### config.mk
export PLATFORM = sky130hd
export DESIGN_NAME = stage_mem_update_ctrl_flat
export DESIGN_NICKNAME = d
export VERILOG_FILES = /design/src/rtl/stage_mem_update_ctrl_pkg.sv /design/src/rtl/stage_mem_update_ctrl_if.sv /design/src/rtl/stage_mem_update_ctrl.sv /design/src/flat_wrapper.sv
export SDC_FILE = /design/constraint.sdc
export NUM_CORES = 1
export LEC_CHECK = 0
export ABC_AREA = 1
export CORE_UTILIZATION = 35
export CTS_CLUSTER_DIAMETER = 120
export DETAILED_ROUTE_END_ITERATION = 6
export PLACE_DENSITY = 0.64
export SLEW_MARGIN = 20
export SYNTH_ARGS = -nofsm -noshare
export SYNTH_HDL_FRONTEND = slang
export SYNTH_SLANG_ARGS = --single-unit
### constraint.sdc
create_clock -name clk -period 24.7 [get_ports clk]
set_clock_uncertainty 0.15 [all_clocks]
set_input_delay 6.175 -clock clk [delete_from_list [all_inputs] [get_ports clk]]
set_output_delay 6.175 -clock clk [all_outputs]
set_load 0.01 [all_outputs]
### src/rtl/stage_mem_update_ctrl_pkg.sv
// Shared types for the stage table-update controller: command opcodes,
// sequencer states and a table-depth helper.
package stage_mem_pkg;

  typedef enum logic [1:0] {
    OP_WR  = 2'b00,
    OP_RD  = 2'b01,
    OP_CLR = 2'b10,
    OP_RSV = 2'b11
  } op_e;

  typedef enum logic [2:0] {
    ST_IDLE,
    ST_WRITE,
    ST_RD_ISSUE,
    ST_RD_CAPT,
    ST_RSP,
    ST_CLEAR
  } state_e;

  function automatic int unsigned depth(input int unsigned addr_w);
    return 32'd1 << addr_w;
  endfunction

endpackage

### src/rtl/stage_mem_update_ctrl_if.sv
// Command and read-back response channels of the table-update controller.
interface stage_mem_update_ctrl_if
  import stage_mem_pkg::*;
#(
  parameter int DATA = 72,
  parameter int ADDR = 10
) ();

  logic            cmd_valid;
  logic            cmd_ready;
  op_e             cmd_op;
  logic [ADDR-1:0] cmd_addr;
  logic [ADDR-1:0] cmd_last;
  logic [DATA-1:0] cmd_data;

  logic            rsp_valid;
  logic            rsp_ready;
  logic [ADDR-1:0] rsp_addr;
  logic [DATA-1:0] rsp_data;

  modport master (
    output cmd_valid, cmd_op, cmd_addr, cmd_last, cmd_data, rsp_ready,
    input  cmd_ready, rsp_valid, rsp_addr, rsp_data
  );

  modport slave (
    input  cmd_valid, cmd_op, cmd_addr, cmd_last, cmd_data, rsp_ready,
    output cmd_ready, rsp_valid, rsp_addr, rsp_data
  );

endinterface

### src/rtl/stage_mem_update_ctrl.sv
// Port-B sequencer for a lookup stage's table RAM: single writes, read-backs
// with a held response, and range clears that wrap through the top of the table.
module stage_mem_update_ctrl
  import stage_mem_pkg::*;
#(
  parameter int              STAGE_ID  = 0,
  parameter int              DATA      = 72,
  parameter int              ADDR      = 10,
  parameter logic [DATA-1:0] CLR_VALUE = '0
) (
  input  logic                    clk,
  input  logic                    rst,
  stage_mem_update_ctrl_if.slave  bus,
  output logic                    mem_wr,
  output logic [ADDR-1:0]         mem_addr,
  output logic [DATA-1:0]         mem_din,
  input  logic [DATA-1:0]         mem_dout,
  output logic                    busy,
  output logic                    clr_done,
  output logic                    cmd_err
);

  if (STAGE_ID < 0) begin : g_bad_stage_id
  end

  state_e          state_q;
  logic            rd_wait_q;
  logic [ADDR-1:0] addr_q;
  logic [ADDR-1:0] last_q;
  logic [DATA-1:0] data_q;
  logic [ADDR-1:0] cnt_q;

  logic            cmd_ready_q;
  logic            rsp_valid_q;
  logic [ADDR-1:0] rsp_addr_q;
  logic [DATA-1:0] rsp_data_q;
  logic            mem_wr_q;
  logic [ADDR-1:0] mem_addr_q;
  logic [DATA-1:0] mem_din_q;
  logic            busy_q;
  logic            clr_done_q;
  logic            cmd_err_q;

  logic accept;
  assign accept = bus.cmd_valid && cmd_ready_q;

  always_ff @(posedge clk or posedge rst) begin
    if (rst) begin
      state_q     <= ST_IDLE;
      rd_wait_q   <= 1'b0;
      addr_q      <= '0;
      last_q      <= '0;
      data_q      <= '0;
      cnt_q       <= '0;
      cmd_ready_q <= 1'b0;
      rsp_valid_q <= 1'b0;
      rsp_addr_q  <= '0;
      rsp_data_q  <= '0;
      mem_wr_q    <= 1'b0;
      mem_addr_q  <= '0;
      mem_din_q   <= '0;
      busy_q      <= 1'b0;
      clr_done_q  <= 1'b0;
      cmd_err_q   <= 1'b0;
    end else begin
      mem_wr_q   <= 1'b0;
      clr_done_q <= 1'b0;
      cmd_err_q  <= 1'b0;
      case (state_q)
        ST_IDLE: begin
          cmd_ready_q <= 1'b1;
          if (accept) begin
            addr_q <= bus.cmd_addr;
            last_q <= bus.cmd_last;
            data_q <= bus.cmd_data;
            cnt_q  <= bus.cmd_addr;
            case (bus.cmd_op)
              OP_WR: begin
                state_q     <= ST_WRITE;
                cmd_ready_q <= 1'b0;
                busy_q      <= 1'b1;
              end
              OP_RD: begin
                state_q     <= ST_RD_ISSUE;
                cmd_ready_q <= 1'b0;
                busy_q      <= 1'b1;
              end
              OP_CLR: begin
                state_q     <= ST_CLEAR;
                cmd_ready_q <= 1'b0;
                busy_q      <= 1'b1;
              end
              default: cmd_err_q <= 1'b1;
            endcase
          end
        end
        ST_WRITE: begin
          mem_wr_q   <= 1'b1;
          mem_addr_q <= addr_q;
          mem_din_q  <= data_q;
          state_q    <= ST_IDLE;
          busy_q     <= 1'b0;
        end
        ST_RD_ISSUE: begin
          mem_addr_q <= addr_q;
          rd_wait_q  <= 1'b1;
          state_q    <= ST_RD_CAPT;
        end
        ST_RD_CAPT: begin
          // mem_addr is registered, so RAM data is valid one cycle into RD_CAPT
          if (rd_wait_q) begin
            rd_wait_q <= 1'b0;
          end else begin
            rsp_data_q  <= mem_dout;
            rsp_addr_q  <= addr_q;
            rsp_valid_q <= 1'b1;
            state_q     <= ST_RSP;
          end
        end
        ST_RSP: begin
          if (bus.rsp_ready) begin
            rsp_valid_q <= 1'b0;
            state_q     <= ST_IDLE;
            busy_q      <= 1'b0;
          end
        end
        ST_CLEAR: begin
          mem_wr_q   <= 1'b1;
          mem_addr_q <= cnt_q;
          mem_din_q  <= CLR_VALUE;
          cnt_q      <= cnt_q + ADDR'(1);
          if (cnt_q == last_q) begin
            state_q    <= ST_IDLE;
            busy_q     <= 1'b0;
            clr_done_q <= 1'b1;
          end
        end
        default: begin
          state_q <= ST_IDLE;
          busy_q  <= 1'b0;
        end
      endcase
    end
  end

  assign bus.cmd_ready = cmd_ready_q;
  assign bus.rsp_valid = rsp_valid_q;
  assign bus.rsp_addr  = rsp_addr_q;
  assign bus.rsp_data  = rsp_data_q;
  assign mem_wr        = mem_wr_q;
  assign mem_addr      = mem_addr_q;
  assign mem_din       = mem_din_q;
  assign busy          = busy_q;
  assign clr_done      = clr_done_q;
  assign cmd_err       = cmd_err_q;

endmodule

### src/flat_wrapper.sv
// flat-port wrapper written by rule: the top's interface ports become plain ports
module stage_mem_update_ctrl_flat import stage_mem_pkg::*;
#(
  parameter int              STAGE_ID  = 0,
  parameter int              DATA      = 72,
  parameter int              ADDR      = 10,
  parameter logic [DATA-1:0] CLR_VALUE = '0
)
  (clk, rst, mem_wr, mem_addr, mem_din, mem_dout, busy, clr_done, cmd_err, bus_cmd_valid, bus_cmd_op, bus_cmd_addr, bus_cmd_last, bus_cmd_data, bus_rsp_ready, bus_cmd_ready, bus_rsp_valid, bus_rsp_addr, bus_rsp_data);
  stage_mem_update_ctrl_if #(.DATA(DATA), .ADDR(ADDR)) bus_i ();
  input  logic clk;
  input  logic rst;
  output logic mem_wr;
  output logic [ADDR-1:0] mem_addr;
  output logic [DATA-1:0] mem_din;
  input  logic [DATA-1:0] mem_dout;
  output logic busy;
  output logic clr_done;
  output logic cmd_err;
  input wire logic [$bits(bus_i.cmd_valid)-1:0] bus_cmd_valid;
  input wire logic [$bits(bus_i.cmd_op)-1:0] bus_cmd_op;
  input wire logic [$bits(bus_i.cmd_addr)-1:0] bus_cmd_addr;
  input wire logic [$bits(bus_i.cmd_last)-1:0] bus_cmd_last;
  input wire logic [$bits(bus_i.cmd_data)-1:0] bus_cmd_data;
  input wire logic [$bits(bus_i.rsp_ready)-1:0] bus_rsp_ready;
  output wire logic [$bits(bus_i.cmd_ready)-1:0] bus_cmd_ready;
  output wire logic [$bits(bus_i.rsp_valid)-1:0] bus_rsp_valid;
  output wire logic [$bits(bus_i.rsp_addr)-1:0] bus_rsp_addr;
  output wire logic [$bits(bus_i.rsp_data)-1:0] bus_rsp_data;
  assign bus_i.cmd_valid = bus_cmd_valid;
  assign bus_i.cmd_op = bus_cmd_op;
  assign bus_i.cmd_addr = bus_cmd_addr;
  assign bus_i.cmd_last = bus_cmd_last;
  assign bus_i.cmd_data = bus_cmd_data;
  assign bus_i.rsp_ready = bus_rsp_ready;
  assign bus_cmd_ready = bus_i.cmd_ready;
  assign bus_rsp_valid = bus_i.rsp_valid;
  assign bus_rsp_addr = bus_i.rsp_addr;
  assign bus_rsp_data = bus_i.rsp_data;
  stage_mem_update_ctrl #(.STAGE_ID(STAGE_ID), .DATA(DATA), .ADDR(ADDR), .CLR_VALUE(CLR_VALUE)) u_core (.clk(clk), .rst(rst), .bus(bus_i), .mem_wr(mem_wr), .mem_addr(mem_addr), .mem_din(mem_din), .mem_dout(mem_dout), .busy(busy), .clr_done(clr_done), .cmd_err(cmd_err));
endmodule
# After elaboration in Yosys (flattened, before gate mapping)
# Index checks and enable logic that the tools add are counted.
# classes
addsub	1
mul	0
div_mod_pow	0
magnitude_cmp	0
n_eq_ne	14
shifts	0
mux	25
bitwise_logic	2
n_reduce_logical	18
# ops
op	count
one-hot mux 72 bit (2 select lines)	1
one-hot mux 10 bit (2 select lines)	2
one-hot mux 3 bit (5 select lines)	1
2-to-1 mux 1 bit	12
2-to-1 mux 3 bit	4
adder 10 x 1 -> 10 bit, second input constant	1
equality test 10 bit	1
2-to-1 mux 10 bit	1
AND reduction 5 bit	2
nonzero test 2 bit	5
one-hot mux 3 bit (3 select lines)	1
equality test 3 x 2 -> 1 bit, second input constant	2
equality test 3 bit, second input constant	2
!= test 2 bit, second input constant	3
AND reduction 2 bit	3
OR reduction 2 bit	3
!= test 2 x 1 -> 1 bit, second input constant	2
!= test 4 bit, second input constant	1
one-hot mux 1 bit (2 select lines)	2
one-hot mux 1 bit (4 select lines)	1
equality test 3 x 1 -> 1 bit, second input constant	1
zero test 3 bit	1
AND reduction 3 bit	1
OR reduction 3 bit	1
5 further kinds	6
# word_totals
register_bits	276
latchBits	0
ramBits	0
mem_bits_ro	0
inputBits	170
output_inout_bits	170
elab_cells	76
memories	0

# Logic depth before layout (Yosys ltp)
# logic_depth
word_depth	5
depth_mapped	10
depth_no_buf	10

# Worst setup path before layout
# Ideal clock, no wire load.
# synth_timing
path_kind	input to register
startpoint	input port bus_cmd_valid
endpoint	register u_core.last_q[2]
setup_time_ns	0.117
arrival_ns	6.901
t_required_ns	24.433
path_slack_ns	17.532
cell_stages	8
path_buffers	3
path_cell_list	nand2_1 > inv_1 > nand2_1 > buf_4 > buf_4 > buf_4 > nand2_1 > nand2_1
# synth_between
elab_chain_cells	2
# synth_lines
element	line	text
start: declaration	flat_wrapper.sv:20	input wire logic [$bits(bus_i.cmd_valid)-1:0] bus_cmd_valid;
logical AND 1 bit	stage_mem_update_ctrl.sv:45	assign accept = bus.cmd_valid && cmd_ready_q;
AND reduction 2 bit (no source line)	n/a	
end signal: assignment	stage_mem_update_ctrl.sv:74	last_q <= bus.cmd_last;
end: declaration	stage_mem_update_ctrl.sv:29	logic [ADDR-1:0] last_q;
# No other way between the ends.
# A chain may end at the register's enable or synchronous reset.

# Final worst setup path
# layout_timing
startpoint	input port bus_cmd_valid
endpoint	register u_core.cnt_q[5]
# layout_between
elab_chain_cells	3
# layout_lines
element	line	text
logical AND 1 bit	stage_mem_update_ctrl.sv:45	
!= test 2 x 1 -> 1 bit (no source line)	n/a	
AND reduction 2 bit (no source line)	n/a	
end signal: assignment	stage_mem_update_ctrl.sv:76	cnt_q <= bus.cmd_addr;
end signal: assignment	stage_mem_update_ctrl.sv:131	cnt_q <= cnt_q + ADDR'(1);
end: declaration	stage_mem_update_ctrl.sv:31	logic [ADDR-1:0] cnt_q;
# No other way between the ends.

==> key figures <==
Outcome
  – Status: complete, no violations

Synthesis
  – Post-synthesis sequential area ratio: 0.616
  – Synthesized Nets: 1,284
  – Cells after Synth: 1,113
  – Synth async-reset ratio: 1.00
  – Syn Std Cell Area: 0.0112 mm2
  – Yosys warning count: 0
  – Post-synth top area share: 0.616
  – EDFF count, synth: 0
  – Yosys reg bits: 276
  – Synth top area cells: dfrtp_1 (62%), nand2_1 (16%), mux2_4 (7.9%), o21ai_0 (5.1%), inv_1 (1.3%)
  – Avg Cell Area, Syn: 10.1 um2
  – Distinct cell type count after synthesis: 31
  – Post-synth top flop: dfrtp_1
  – Top-count cell post-synth: nand2_1
  – Post-synth top cells: nand2_1 (463), dfrtp_1 (276), o21ai_0 (115), mux2_4 (59), inv_1 (39)
  – Biggest area consumer among synthesized cells: dfrtp_1

Timing
  – Fmax: 0.126 GHz
  – Final hold violations: 0
  – RSZ-0062 raised after global routing: no
  – Tcrit/Tclk final: 0.321
  – Min Clock Period, post-route: 7.94 ns
  – Worst-Margin Slew: 0.982 ns
  – Final setup vio count: 0
  – Normalized max-slew margin: 0.345
  – Post-route setup TNS: 0 ns
  – Slew Limit Fails: 0

Power
  – Pwr/cell area: 129 mW/mm2
  – Seq pwr share: 0.379
  – Sw frac: 0.337
  – Gate power share: 0.396
  – Power Internal: 1370 uW
  – Clock Power Share: 0.225
  – LEAKAGE: 0.00755 uW
  – Max VDD drop: 68.2 uV
  – Switch Pwr: 694 uW

Min path
  – Min-Delay Path Class: register to register

Clocking
  – Clock Latency Late Sink: 0.54 ns
  – CTS Sinks: 276
  – H-tree depth: 1
  – Post-CTS repair timing setup buffer count: 0
  – CTS buffer count: 30
  – Maximum clock path buffer count: 3
  – Resized cells post-CTS: 0
  – Clk pin slew, worst setup/hold paths: 0.06 ns
  – Clock root buffer: clkbuf_16
  – CTS tree: done
  – CTS Hold Bufs: 0

Routing
  – Vias: 8,672
  – Drt drc: 0
  – Routed WL: 30.1 mm
  – Vias per Instance: 4.66
  – Final ANT Viol Nets: 0
  – Iteration-0 DRC Markers: 565
  – DRT Pass-1 Iters: 5
  – Wire per inst: 16.2 um

GRT
  – Initial antenna violation count: 1
  – GRT Util Overall: 0.183
  – Vias in the first global route: 8,750
  – Grt total ovfl: 0
  – Pin count of the biggest net entering global routing: 137
  – First-pass GRT wire length: 48.2 mm

Die
  – Num ports: 340
  – Core area: 0.0316 mm2
  – Die Footprint: 0.0327 mm2
  – Cell Rows: 65
  – Die height: 181 um
  – Die W: 181 um
  – Starting density of the core: 0.355

Finish
  – Ratio of cells with drive above 1 in the final layout: 0.0954
  – Area added between synthesis and finish: 42.1%
  – Filler instances: 2,879
  – Antenna cells: 0
  – Finished Layout Cells: 1,859
  – Post-route design area: 0.0159 mm2
  – Final net count: 1,604

Critical path
  – CP Data Required Time: 24.98 ns
  – WS Path Type: input port to register
  – Crit end category: register
  – Setup slack, reg-to-reg: 21.70 ns
  – Crit path DAT: 8.22 ns
  – CP startpoint kind: input port
  – Critical path peak fanout: 82

Placed design
  – Placed cells: 1,802
  – Detailed placer's ending HPWL: 19.9 mm
  – Gpl congestion: 0.789
  – DP Area: 0.0149 mm2
  – IO Port Bufs: 339

Job
  – # Max-Cap Violations: 0
==> layout by cell type, fill, tap and decap left out, types with 2 or more instances in the layout <==
cell / n
nand2_1: 462
clkdlybuf4s50_1: 339
dfrtp_1: 276
o21ai_0: 115
mux2_4: 59
inv_1: 38
clkbuf_16: 31
nor2_1: 23
nand3_1: 15
mux2_2: 13
clkbuf_1: 11
clkbuf_8: 8
o211ai_1: 7
buf_4: 7
a21oi_1: 6
inv_2: 5
a31oi_1: 5
nand4_1: 5
clkinv_2: 4
xor2_1: 4
nand2_4: 3
o21ai_1: 3
bufinv_16: 3
a21o_1: 2
nor3_1: 2
==> cell type report <==
cell class / instances / area, um2 / area share
repair buffers: 347 / 3470 / 0.218
well taps: 402 / 503 / 0.0316
flip-flops and latches: 276 / 6910 / 0.434
multi-input cells: 733 / 3830 / 0.241
clock inverters: 6 / 105 / 0.00660
inverters: 45 / 178 / 0.0112
clock buffers: 50 / 927 / 0.0582
==> flip-flops by register name, indices dropped and copies added (netlist names) <==
register	flops
u_core.addr_q	10
u_core.bus.cmd_ready	1
u_core.bus.rsp_addr	10
u_core.bus.rsp_data	72
u_core.bus.rsp_valid	1
u_core.busy	1
u_core.clr_done	1
u_core.cmd_err	1
u_core.cnt_q	10
u_core.data_q	72
u_core.last_q	10
u_core.mem_addr	10
u_core.mem_din	72
u_core.mem_wr	1
u_core.rd_wait_q	1
u_core.state_q	3
==> critical path, cell delays in order <==
cell and delay [ns]:
clkdlybuf4s50_1 0.42, nand2_1 0.07, inv_1 0.07, nand2_4 0.07
buf_4 0.70, nand2_2 0.27, nand2_1 0.17, a21oi_1 0.06
a21o_1 0.16
==> kinds of logic after synthesis <==
family,Yosys count,synth area share
AO/OA/AOI/OAI,141,0.0664
XOR/XNOR,4,0.00313
adder cells (fa/ha/maj),1,0.00112
buffers and inverters,104,0.0435
flip-flops,276,0.616
multiplexers,72,0.0921
AND/OR/NAND/NOR,515,0.177
==> final timing paths <==
check	end	start	depth (start not counted)
worst max register to register	u_core.cnt_q[8]	u_core.state_q[2]	10
worst max-delay path	u_core.cnt_q[5]	bus_cmd_valid	9
max in group asynchronous	u_core.data_q[47]	rst	3
worst min-delay path	u_core.data_q[48]	u_core.data_q[48]	2
worst min register to register	u_core.data_q[48]	u_core.data_q[48]	2
min in group asynchronous	u_core.bus.rsp_data[33]	rst	2
==> power groups by stage <==
| stage | Combinational [uW] | Sequential, uW | Clock [uW] |
|---|---|---|---|
| floorplan | 401 | 820 | 0 |
| global placement | 810 | 779 | 0 |
| detailed placement | 822 | 786 | 0 |
| CTS | 828 | 781 | 474 |
| global route | 905 | 807 | 491 |
| finish | 817 | 780 | 463 |
==> through the flow <==
| step | setup WS [ns] | total power [uW] | hold WS (ns) | util |
|---|---|---|---|---|
| after detailed placement | 16.11 | 1610 | 0.315 | 0.471 |
| after floorplan | 10.77 | 1220 | 0.299 | - |
| after global placement | 16.12 | 1590 | 0.312 | 0.471 |
| final | 16.76 | 2060 | 0.328 | 0.505 |
| after CTS | 16.71 | 2080 | 0.331 | 0.504 |
| after global routing | 16.46 | 2200 | 0.344 | 0.505 |
==> per-layer routing <==
metal | vias up | share of wire | global-route usage
met5 | - | 0.00043 | 0
met1 | 4183 | 0.45 | 0.243
met3 | 43 | 0.057 | 0.0371
met2 | 249 | 0.47 | 0.305
li1 | 4195 | - | -
met4 | 2 | 0.028 | 0.0522
Power figures use the tool's default switching activity.
